[config.mk]
export PLATFORM = sky130hd
export DESIGN_NAME = pr_hrav_icap_word_feeder_flat
export DESIGN_NICKNAME = d
export VERILOG_FILES = /design/src/rtl/pr_hrav_icap_word_feeder_pkg.sv /design/src/rtl/pr_hrav_icap_word_feeder_if.sv /design/src/rtl/pr_hrav_lane_pick.sv /design/src/rtl/pr_hrav_icap_word_feeder.sv /design/src/flat_wrapper.sv
export SDC_FILE = /design/constraint.sdc
export NUM_CORES = 1
export LEC_CHECK = 0
export CORE_MARGIN = 2
export CORE_UTILIZATION = 45
export DETAILED_ROUTE_END_ITERATION = 8
export GPL_TIMING_DRIVEN = 1
export HOLD_SLACK_MARGIN = 0.02
export PLACE_DENSITY = 0.86
export SETUP_SLACK_MARGIN = 0.1
export SLEW_MARGIN = 20
export SYNTH_ARGS = -nofsm -noshare
export SYNTH_HDL_FRONTEND = slang
export SYNTH_HIERARCHICAL = 1
export SYNTH_SLANG_ARGS = --single-unit
[constraint.sdc]
create_clock -name ACLK -period 2.7 [get_ports ACLK]
set_input_delay 0.405 -clock ACLK [delete_from_list [all_inputs] [get_ports ACLK]]
set_output_delay 0.405 -clock ACLK [all_outputs]
set_load 0.05 [all_outputs]
[src/rtl/pr_hrav_icap_word_feeder_pkg.sv]
// Shared types, sizes and helpers for the ICAP word feeder.
package pr_hrav_icap_pkg;

  localparam int unsigned LANES      = 8;
  localparam int unsigned LANE_W     = 32;
  localparam int unsigned LANE_IDX_W = 3;
  localparam int unsigned CNT_W      = 16;

  typedef enum logic [0:0] {
    StIdle,
    StDrain
  } feeder_state_e;

  // Reverse bit order inside each byte (Xilinx ICAP bit ordering).
  function automatic logic [LANE_W-1:0] bitswap32(input logic [LANE_W-1:0] w);
    logic [LANE_W-1:0] r;
    r = '0;
    for (int b = 0; b < 4; b++) begin
      for (int j = 0; j < 8; j++) begin
        r[8*b+j] = w[8*b+7-j];
      end
    end
    return r;
  endfunction

  function automatic logic [CNT_W-1:0] sat_inc(input logic [CNT_W-1:0] v);
    return (v == {CNT_W{1'b1}}) ? v : v + 1'b1;
  endfunction

endpackage

[src/rtl/pr_hrav_icap_word_feeder_if.sv]
// AXI4-Stream payload interface feeding the ICAP word feeder.
interface pr_hrav_icap_word_feeder_if #(
  parameter int unsigned DataWidth = 256
);
  logic [DataWidth-1:0]   tdata;
  logic [DataWidth/8-1:0] tstrb;
  logic                   tlast;
  logic                   tvalid;
  logic                   tready;

  modport master (
    output tdata,
    output tstrb,
    output tlast,
    output tvalid,
    input  tready
  );

  modport slave (
    input  tdata,
    input  tstrb,
    input  tlast,
    input  tvalid,
    output tready
  );
endinterface

[src/rtl/pr_hrav_lane_pick.sv]
// Priority encoder: lowest set lane of the mask plus an "only bit left" flag.
module pr_hrav_lane_pick
  import pr_hrav_icap_pkg::*;
(
  input  logic [LANES-1:0]      mask_i,
  output logic [LANE_IDX_W-1:0] idx_o,
  output logic                  any_o,
  output logic                  last_o
);

  // Scan downward so the lowest set bit is the final assignment.
  always_comb begin
    idx_o = '0;
    for (int k = LANES - 1; k >= 0; k--) begin
      if (mask_i[k]) begin
        idx_o = k[LANE_IDX_W-1:0];
      end
    end
  end

  // Last when exactly one bit remains set.
  always_comb begin
    any_o  = |mask_i;
    last_o = any_o && ((mask_i & (mask_i - 1'b1)) == '0);
  end

endmodule

[src/rtl/pr_hrav_icap_word_feeder.sv]
// Serialises 256-bit AXI4-Stream beats into 32-bit ICAP write words.
module pr_hrav_icap_word_feeder
  import pr_hrav_icap_pkg::*;
#(
  parameter int unsigned C_S_AXIS_DATA_WIDTH = 256,
  parameter bit          C_BIT_SWAP          = 1'b1
) (
  input  logic                       ACLK,
  input  logic                       RESETN,
  input  logic                       feeder_enb,
  pr_hrav_icap_word_feeder_if.slave  s_axis,
  output logic                       icap_csib,
  output logic                       icap_rdwrb,
  output logic [LANE_W-1:0]          icap_i,
  output logic                       pkt_done,
  output logic [CNT_W-1:0]           last_pkt_words,
  output logic                       strb_err
);

  feeder_state_e                  state_q, state_d;
  logic [C_S_AXIS_DATA_WIDTH-1:0] data_q, data_d;
  logic [LANES-1:0]               mask_q, mask_d;
  logic                           tlast_q, tlast_d;
  logic                           rst_done_q;
  logic                           csib_q, csib_d;
  logic                           rdwrb_q;
  logic [LANE_W-1:0]              icap_q, icap_d;
  logic                           pkt_done_q, pkt_done_d;
  logic [CNT_W-1:0]               cnt_q, cnt_d;
  logic [CNT_W-1:0]               last_q, last_d;
  logic                           strb_err_q, strb_err_d;

  logic [LANES-1:0]      in_mask;
  logic                  in_partial;
  logic [LANE_IDX_W-1:0] pick_idx;
  logic                  pick_any;
  logic                  pick_last;
  logic [LANE_W-1:0]     lane_word;
  logic [CNT_W-1:0]      word_cnt;
  logic                  tready;

  // Classify incoming lane strobes: full lanes emit, partial lanes flag an error.
  always_comb begin
    in_mask    = '0;
    in_partial = 1'b0;
    for (int k = 0; k < LANES; k++) begin
      in_mask[k] = (s_axis.tstrb[4*k +: 4] == 4'hF);
      if ((s_axis.tstrb[4*k +: 4] != 4'h0) && (s_axis.tstrb[4*k +: 4] != 4'hF)) begin
        in_partial = 1'b1;
      end
    end
  end

  pr_hrav_lane_pick u_lane_pick (
    .mask_i (mask_q),
    .idx_o  (pick_idx),
    .any_o  (pick_any),
    .last_o (pick_last)
  );

  // Lane select from the buffered beat.
  always_comb begin
    lane_word = data_q[pick_idx*LANE_W +: LANE_W];
  end

  // Next-state, handshake and output-word logic.
  always_comb begin
    state_d    = state_q;
    data_d     = data_q;
    mask_d     = mask_q;
    tlast_d    = tlast_q;
    csib_d     = 1'b1;
    icap_d     = icap_q;
    pkt_done_d = 1'b0;
    cnt_d      = cnt_q;
    last_d     = last_q;
    strb_err_d = strb_err_q;
    word_cnt   = cnt_q;
    tready     = 1'b0;

    unique case (state_q)
      StIdle: begin
        tready = rst_done_q;
      end
      StDrain: begin
        if (feeder_enb) begin
          if (pick_any) begin
            csib_d           = 1'b0;
            icap_d           = C_BIT_SWAP ? bitswap32(lane_word) : lane_word;
            mask_d[pick_idx] = 1'b0;
            word_cnt         = sat_inc(cnt_q);
            cnt_d            = word_cnt;
          end
          // Final lane (or an empty mask) frees the buffer this cycle.
          if (!pick_any || pick_last) begin
            tready  = 1'b1;
            state_d = StIdle;
            if (tlast_q) begin
              last_d     = word_cnt;
              cnt_d      = '0;
              pkt_done_d = 1'b1;
            end
          end
        end
      end
      default: state_d = StIdle;
    endcase

    // A beat accepted here overrides the buffer state above.
    if (tready && s_axis.tvalid) begin
      data_d  = s_axis.tdata;
      mask_d  = in_mask;
      tlast_d = s_axis.tlast;
      state_d = StDrain;
      if (in_partial) begin
        strb_err_d = 1'b1;
      end
    end
  end

  // State and output registers; reset discards any buffered beat and count.
  always_ff @(posedge ACLK or negedge RESETN) begin
    if (!RESETN) begin
      state_q    <= StIdle;
      data_q     <= '0;
      mask_q     <= '0;
      tlast_q    <= 1'b0;
      rst_done_q <= 1'b0;
      csib_q     <= 1'b1;
      rdwrb_q    <= 1'b1;
      icap_q     <= '0;
      pkt_done_q <= 1'b0;
      cnt_q      <= '0;
      last_q     <= '0;
      strb_err_q <= 1'b0;
    end else begin
      state_q    <= state_d;
      data_q     <= data_d;
      mask_q     <= mask_d;
      tlast_q    <= tlast_d;
      rst_done_q <= 1'b1;
      csib_q     <= csib_d;
      rdwrb_q    <= 1'b0;
      icap_q     <= icap_d;
      pkt_done_q <= pkt_done_d;
      cnt_q      <= cnt_d;
      last_q     <= last_d;
      strb_err_q <= strb_err_d;
    end
  end

  // Output wiring.
  always_comb begin
    s_axis.tready  = tready;
    icap_csib      = csib_q;
    icap_rdwrb     = rdwrb_q;
    icap_i         = icap_q;
    pkt_done       = pkt_done_q;
    last_pkt_words = last_q;
    strb_err       = strb_err_q;
  end

endmodule
[src/flat_wrapper.sv]
// flat-port wrapper written by rule: the top's interface ports become plain ports
module pr_hrav_icap_word_feeder_flat import pr_hrav_icap_pkg::*;
#(
  parameter int unsigned C_S_AXIS_DATA_WIDTH = 256,
  parameter bit          C_BIT_SWAP          = 1'b1
)
  (ACLK, RESETN, feeder_enb, icap_csib, icap_rdwrb, icap_i, pkt_done, last_pkt_words, strb_err, s_axis_tdata, s_axis_tstrb, s_axis_tlast, s_axis_tvalid, s_axis_tready);
  pr_hrav_icap_word_feeder_if s_axis_i ();
  input  logic ACLK;
  input  logic RESETN;
  input  logic feeder_enb;
  output logic icap_csib;
  output logic icap_rdwrb;
  output logic [LANE_W-1:0] icap_i;
  output logic pkt_done;
  output logic [CNT_W-1:0] last_pkt_words;
  output logic strb_err;
  input wire logic [$bits(s_axis_i.tdata)-1:0] s_axis_tdata;
  input wire logic [$bits(s_axis_i.tstrb)-1:0] s_axis_tstrb;
  input wire logic [$bits(s_axis_i.tlast)-1:0] s_axis_tlast;
  input wire logic [$bits(s_axis_i.tvalid)-1:0] s_axis_tvalid;
  output wire logic [$bits(s_axis_i.tready)-1:0] s_axis_tready;
  assign s_axis_i.tdata = s_axis_tdata;
  assign s_axis_i.tstrb = s_axis_tstrb;
  assign s_axis_i.tlast = s_axis_tlast;
  assign s_axis_i.tvalid = s_axis_tvalid;
  assign s_axis_tready = s_axis_i.tready;
  pr_hrav_icap_word_feeder #(.C_S_AXIS_DATA_WIDTH(C_S_AXIS_DATA_WIDTH), .C_BIT_SWAP(C_BIT_SWAP)) u_core (.ACLK(ACLK), .RESETN(RESETN), .feeder_enb(feeder_enb), .s_axis(s_axis_i), .icap_csib(icap_csib), .icap_rdwrb(icap_rdwrb), .icap_i(icap_i), .pkt_done(pkt_done), .last_pkt_words(last_pkt_words), .strb_err(strb_err));
endmodule
After elaboration in Yosys (flattened, before gate mapping)
Index checks and enable logic that the tools add are counted.
{ "word_totals": {"input_bits": 293, "register_bits": 335, "out_inout_bits": 53, "wordCells": 109} }
{ "classes": {"reduce_logical": 31, "n_addsub": 2, "magnitude_cmp": 2, "n_eq_ne": 17, "mux": 40, "shift": 1, "n_bitwise": 4} }
{ "ops": {"columns": ["operator", "n"], "rows": [
  ["indexed part select 256 x 9 -> 32 bit", 1],
  ["2-to-1 mux 16 bit", 4],
  ["equality test 4 bit (second input constant)", 8],
  ["2-to-1 mux 8 bit", 4],
  ["inequality test 4 bit (second input constant)", 8],
  ["nonzero test 4 bit", 8],
  ["2-to-1 mux 3 bit", 8],
  ["2-to-1 mux 1 bit", 22],
  ["adder 16 x 1 -> 16 bit (second input constant)", 1],
  ["AND 8 bit", 2],
  ["equality test 16 bit (second input constant)", 1],
  ["logical AND 1 bit", 11],
  ["zero test 8 bit", 1],
  ["inverter 8 bit", 1],
  ["OR reduction 8 bit", 1],
  ["subtractor 8 x 1 -> 8 bit (second input constant)", 1],
  ["AND reduction 3 bit", 2],
  ["nonzero test 2 bit", 3],
  ["< comparator 3 x 4 -> 1 bit (second input constant)", 1],
  ["AND reduction 2 bit", 2],
  ["AND reduction 4 bit", 1],
  ["demux 1 bit (select 3 bit)", 1],
  [">= comparator 3 x 1 -> 1 bit (second input constant)", 1],
  ["one-hot mux 1 bit (2 select lines)", 1],
  ["3 further kinds", 3]
]} }

Logic depth before layout (Yosys ltp)
{ "depth": {"word_depth": 18, "mapped_depth": 12, "ltp_nobuf": 10} }

Hierarchy
The synthesis kept the hierarchy.
{ "by_module_without_submodules": {"columns": ["module", "cells_each", "area_per_inst_um2", "seq_area_each_um2", "n_inst"], "rows": [
  ["pr_hrav_icap_word_feeder", 1678, 15259.6, 8385.5, 1],
  ["pr_hrav_lane_pick", 24, 162.7, 0.0, 1]
]} }

Least setup slack after synthesis
No wires, ideal clock.
{ "synth_path": {"kind": "reg2reg", "startpoint": "register u_core.mask_q[3]", "endpoint": "register u_core.last_q[14] (netlist: u_core/last_pkt_words[14])", "period_less_slack_ns": 2.599, "n_path_buf": 1, "slack_ns": 0.101, "required_ns": 2.575, "setup_ns": 0.125, "stages_incl_launch_ff": 11, "t_arrival_ns": 2.474, "cell_sequence": "dfrtp_1 > nor4_4 > inv_1 > a2111oi_2 > o22a_1 > nand2b_1 > and2_1 > clkbuf_1 > nand2_1 > inv_1 > mux2_4"} }
{ "synth_via": {"elab_chain_len": 6, "word_cells_on_any_way": 9, "cone_classes": "1 x add/sub; 1 x mux; 1 x bitwise; 6 x reduce/logical"} }
{ "synth_lines": {"columns": ["item", "line", "text"], "rows": [
  ["start, declared", "pr_hrav_icap_word_feeder.sv:22", "logic [LANES-1:0] mask_q, mask_d;"],
  ["start signal, assigned", "pr_hrav_icap_word_feeder.sv:139", "mask_q <= mask_d;"],
  ["subtractor 8 x 1 -> 8 bit", "pr_hrav_lane_pick.sv:24", "last_o = any_o && ((mask_i & (mask_i - 1'b1)) == '0);"],
  ["AND 8 bit", "pr_hrav_lane_pick.sv:24", null],
  ["zero test 8 bit", "pr_hrav_lane_pick.sv:24", null],
  ["logical AND 1 bit *", "pr_hrav_lane_pick.sv:24", null],
  ["net u_core.pick_last", "pr_hrav_icap_word_feeder.sv:37", "logic pick_last;"],
  ["logical OR 1 bit *", "pr_hrav_icap_word_feeder.sv:95", "if (!pick_any || pick_last) begin"],
  ["AND reduction 4 bit (no line) *", null, null],
  ["end signal, assigned", "pr_hrav_icap_word_feeder.sv:147", "last_q <= last_d;"],
  ["end, declared", "pr_hrav_icap_word_feeder.sv:30", "logic [CNT_W-1:0] last_q, last_d;"]
]} }
The timed path passes the listed nets; every way through them passes the cells marked *.
A chain may end at the register's enable or synchronous reset.

Final worst setup path
{ "layout_path": {"startpoint": "register u_core.mask_q[0]", "endpoint": "output port s_axis_tready"} }
{ "layout_via": {"elab_chain_len": 8, "word_cells_on_any_way": 10, "cone_classes": "1 x add/sub; 3 x mux; 1 x bitwise; 5 x reduce/logical"} }
{ "layout_lines": {"columns": ["item", "line", "text"], "rows": [
  ["subtractor 8 x 1 -> 8 bit", "pr_hrav_lane_pick.sv:24", null],
  ["AND 8 bit", "pr_hrav_lane_pick.sv:24", null],
  ["zero test 8 bit", "pr_hrav_lane_pick.sv:24", null],
  ["logical AND 1 bit *", "pr_hrav_lane_pick.sv:24", null],
  ["net u_core.pick_last", "pr_hrav_icap_word_feeder.sv:37", null],
  ["logical OR 1 bit *", "pr_hrav_icap_word_feeder.sv:95", null],
  ["2-to-1 mux 1 bit *", "pr_hrav_icap_word_feeder.sv:95", null],
  ["2-to-1 mux 1 bit *", "pr_hrav_icap_word_feeder.sv:86", "if (feeder_enb) begin"],
  ["one-hot mux 1 bit (2 select lines) *", "pr_hrav_icap_word_feeder.sv:81", "unique case (state_q)"],
  ["end, declared", "flat_wrapper.sv:22", "output wire logic [$bits(s_axis_i.tready)-1:0] s_axis_tready;"]
]} }
Marks and branches as above.

==> impl_metrics.ini <==
[yosys]
synth-warning-count = 6
synth_ff_type = dfrtp_1
syn_area_per_cell_um2 = 9.06
ys_types = 67
synth-edff-count = 0
synth_cells = 1702
syn_nets = 1996
ys_seq_area_frac = 0.544
synth_area_leader_cell = dfrtp_1
syn_area_um2 = 15400
synthDominantCellAreaShare = 0.540
ys_top_cells_by_area = dfrtp_1 (54%), nand2_1 (21%), mux4_2 (3.8%), mux2i_1 (2.5%), buf_2 (2.2%)
ys_ff_latch = 335
async_reset_ff_frac = 1.00

[routing]
wl_mm = 59.5
route.vias.total = 15057
antenna_left = 0
firstDrtPassIters = 7
avgViaCountPerCell = 5.75
drt_iter0_drc = 1275
drc = 0
wire_per_inst_um = 22.7

[global_routing]
grt_max_degree = 85
grt_usage = 0.319
grt_pass1_vias = 15692
grt_pass1_wl_mm = 87.6
grt_antenna_before_repair = 8
grt-ovfl-total = 0

[setup_path]
rr_endpoint = u_core/data_q[235]
arrival_ns = 2.46
reg2reg_slack_ns = -0.13
cp_slowest_cell = dfrtp_2
critical_path_class = flip-flop to output port
path_cells = nor4_4, buf_4, xnor2_2, o41ai_2, o22a_1, nand2b_4, a31oi_4, buf_6, inv_4, buf_12
crit_required_ns = 2.30
critPathCaptureType = output port
crit_path_start_kind = flip-flop
slowest_delay_ns = 0.41
worstReg2RegStart = u_core/mask_q[0]
cp_max_fo = 2
ff2ff_path_depth = 17

[job]
max_cap_viol_count = 0

[timing]
slew_headroom = 0.345
slew_viol_final = 0
post-route-period-util = 1.06
fin_crit_ns = 2.87
worst_pin_slew_ns = 0.981
fin_hold_ws_ns = 0.389
final-setup-viol-count = 216
finalClockSkew_ns = 0.0298
final_hold_viol_count = 0
clock.fmax_mhz = 349
rsz0062_at_grt = yes
fin_ws_ns = -0.165

[clock_network]
cts_tree = yes
clock_path_buffers = 3
cts_buffers = 37
clk_pin_slew_ns = 0.06
clock_sinks = 335
insertion_delay_ns = 0.55
cts_root_buffer = clkbuf_16
h-tree-depth = 2

[die]
core_um2 = 33600
die-area_um2 = 35800
num_io_pins = 346
die_w_um = 189
die_h_um = 189
rows = 67
initial_utilization = 0.459

[placement]
routabilityCongestion = 0.871
portBuffers = 345
hpwl_mm = 35.3

[hold_path]
hp-start = s_axis_tdata[145]
hold_path_end = u_core/data_q[145]
hold_path.class = input pin to flip-flop
min_path_cells = 3

[power_and_ir_drop]
ir_drop_uv = 688
power_w = 0.0269
p_per_area_nw_per_um2 = 1150
leakagePower_nw = 11.1

[final_layout]
fin_util = 0.698
drive_above_1_share = 0.238
fin_nets = 2432
area_delta_synth_final_pct = 52.1

[status]
violations = setup timing
status = finished with violations
-- state kept, by name, indices dropped and copies added (netlist names) --
register and flops:
u_core/pkt_done 1, u_core/data_q 256, u_core/strb_err 1, u_core/last_pkt_words 16
u_core/icap_csib 1, u_core/mask_q 8, u_core/cnt_q 16, u_core/icap_i 32
u_core/tlast_q 1, u_core/rst_done_q 1, u_core/icap_rdwrb 1, u_core/state_q 1
-- how the worst max path moves through the flow --
stage | from | to | slack [ns] | cells after the start
floorplan | u_core/mask_q[3] | u_core/last_pkt_words[14] | 0.10 | 10
global placement | u_core/mask_q[6] | u_core/icap_i[14] | -0.02 | 12
detailed placement | u_core/mask_q[6] | u_core/icap_i[14] | -0.06 | 12
CTS | u_core/mask_q[0] | s_axis_tready | -0.19 | 10
global route | u_core/mask_q[7] | s_axis_tready | -0.24 | 9
finish | u_core/mask_q[0] | s_axis_tready | -0.17 | 10
-- through the flow --
stage	std cells	worst slack [ns]	area [um^2]	setup TNS [ns]
finish	2619	-0.165	23500	-11.50
global route	2616	-0.242	23400	-37.99
CTS	2599	-0.186	22700	-19.05
detailed placement	2477	-0.0637	19900	-0.353
global placement	2477	-0.0197	19900	-0.0197
floorplan	1702	0.101	15400	0
-- cell families (layout without fill, tap and decap cells) --
group                    after synthesis  in the layout  share of synthesized area
flip-flops                           335            335                      0.544
other                                  2             10                   0.000487
multiplexers                          90             90                     0.0818
buffers and inverters                119            580                     0.0365
AND/OR/NAND/NOR                      957            957                      0.251
XOR/XNOR                              13             13                    0.00738
adder cells (fa/ha/maj)                2              2                    0.00146
AO/OA/AOI/OAI                        184            184                     0.0780
-- layout make-up --
| class | count | area (um^2) |
|---|---|---|
| fillers | 2235 | 10200 |
| flip-flops and latches | 335 | 8390 |
| multi-input cells | 1248 | 7380 |
| repair buffers | 504 | 5870 |
| clock buffers | 53 | 1070 |
| well taps | 448 | 561 |
| clock inverters | 11 | 116 |
| inverters | 12 | 47.5 |
| diodes | 8 | 20.0 |
-- worst max-delay path: cells and delay by family, from the launching register on --
family | cells | cell delay, ns
buf+inv | 4 | 0.48
xor+xnor | 1 | 0.11
simple gates | 2 | 0.47
compound gates | 3 | 0.47
flops | 1 | 0.41
-- synthesized netlist by cell type (2+ instances only) --
master / n
o21ai_0: 57
nand2b_1: 6
mux2i_1: 39
nor2_1: 20
dfrtp_1: 333
nor4_1: 3
a2bb2oi_1: 3
clkbuf_1: 28
buf_4: 6
a221oi_1: 13
a31oi_1: 9
mux4_2: 26
o2bb2ai_1: 2
dfstp_2: 2
a22oi_1: 13
o211ai_1: 8
mux2_1: 4
and4_1: 3
o21ai_1: 13
nor2b_1: 7
and3_1: 8
or4_1: 8
a21oi_1: 25
a22o_1: 8
a221o_1: 5
mux2_2: 20
o22ai_1: 7
and4_4: 2
nand3_1: 11
nand4_1: 18
buf_2: 69
xor2_1: 5
a21o_1: 3
buf_1: 3
nor3_1: 8
o31ai_1: 2
and2_1: 6
inv_1: 12
nand2_1: 848
conb_1: 2
o311ai_0: 4
xnor2_1: 8
-- power by group --
group,switching (W),leakage (nW),internal (W)
sequential,0.00151,4.21,0.00717
combinational,0.00732,6.36,0.00585
clock,0.00215,0.580,0.00286
total,0.0110,11.1,0.0159
-- layout by cell type, fill, tap and decap left out, drive strengths merged, types with 3 or more instances in the layout --
cell / synthesis / layout
nand2: 848 / 848
clkdlybuf4s50: 0 / 343
dfrtp: 333 / 333
buf: 79 / 152
o21ai: 70 / 70
clkbuf: 28 / 61
mux2i: 39 / 39
mux4: 26 / 26
a21oi: 25 / 25
mux2: 25 / 25
nor2: 20 / 20
nand4: 19 / 19
inv: 12 / 14
a221oi: 13 / 13
a22oi: 13 / 13
nand3: 11 / 11
and3: 9 / 9
a31oi: 9 / 9
diode: 0 / 8
o211ai: 8 / 8
a22o: 8 / 8
or4: 8 / 8
nor3: 8 / 8
xnor2: 8 / 8
o22ai: 7 / 7
nor2b: 7 / 7
clkinv: 0 / 7
and2: 6 / 6
o311ai: 6 / 6
nand2b: 6 / 6
a221o: 5 / 5
xor2: 5 / 5
nor4: 5 / 5
and4: 5 / 5
a2bb2oi: 3 / 3
a21o: 3 / 3
-- layer usage --
| metal | share of wire | global-route usage |
|---|---|---|
| met1 | 0.36 | 0.386 |
| met2 | 0.49 | 0.523 |
| met3 | 0.092 | 0.0684 |
| met4 | 0.062 | 0.194 |
| met5 | 0 | 0 |
-- timing repair --
item | CTS | global route
gates resized for setup | 193 | 171
cloned | 25 | 11
setup buffers | 32 | 5
hold endpoints to repair | 72 | 0
hold buffers | 1 | 0
setup endpoints to repair | 221 | 294
pin swaps | 85 | 58
(Power assumes the default switching activity.)
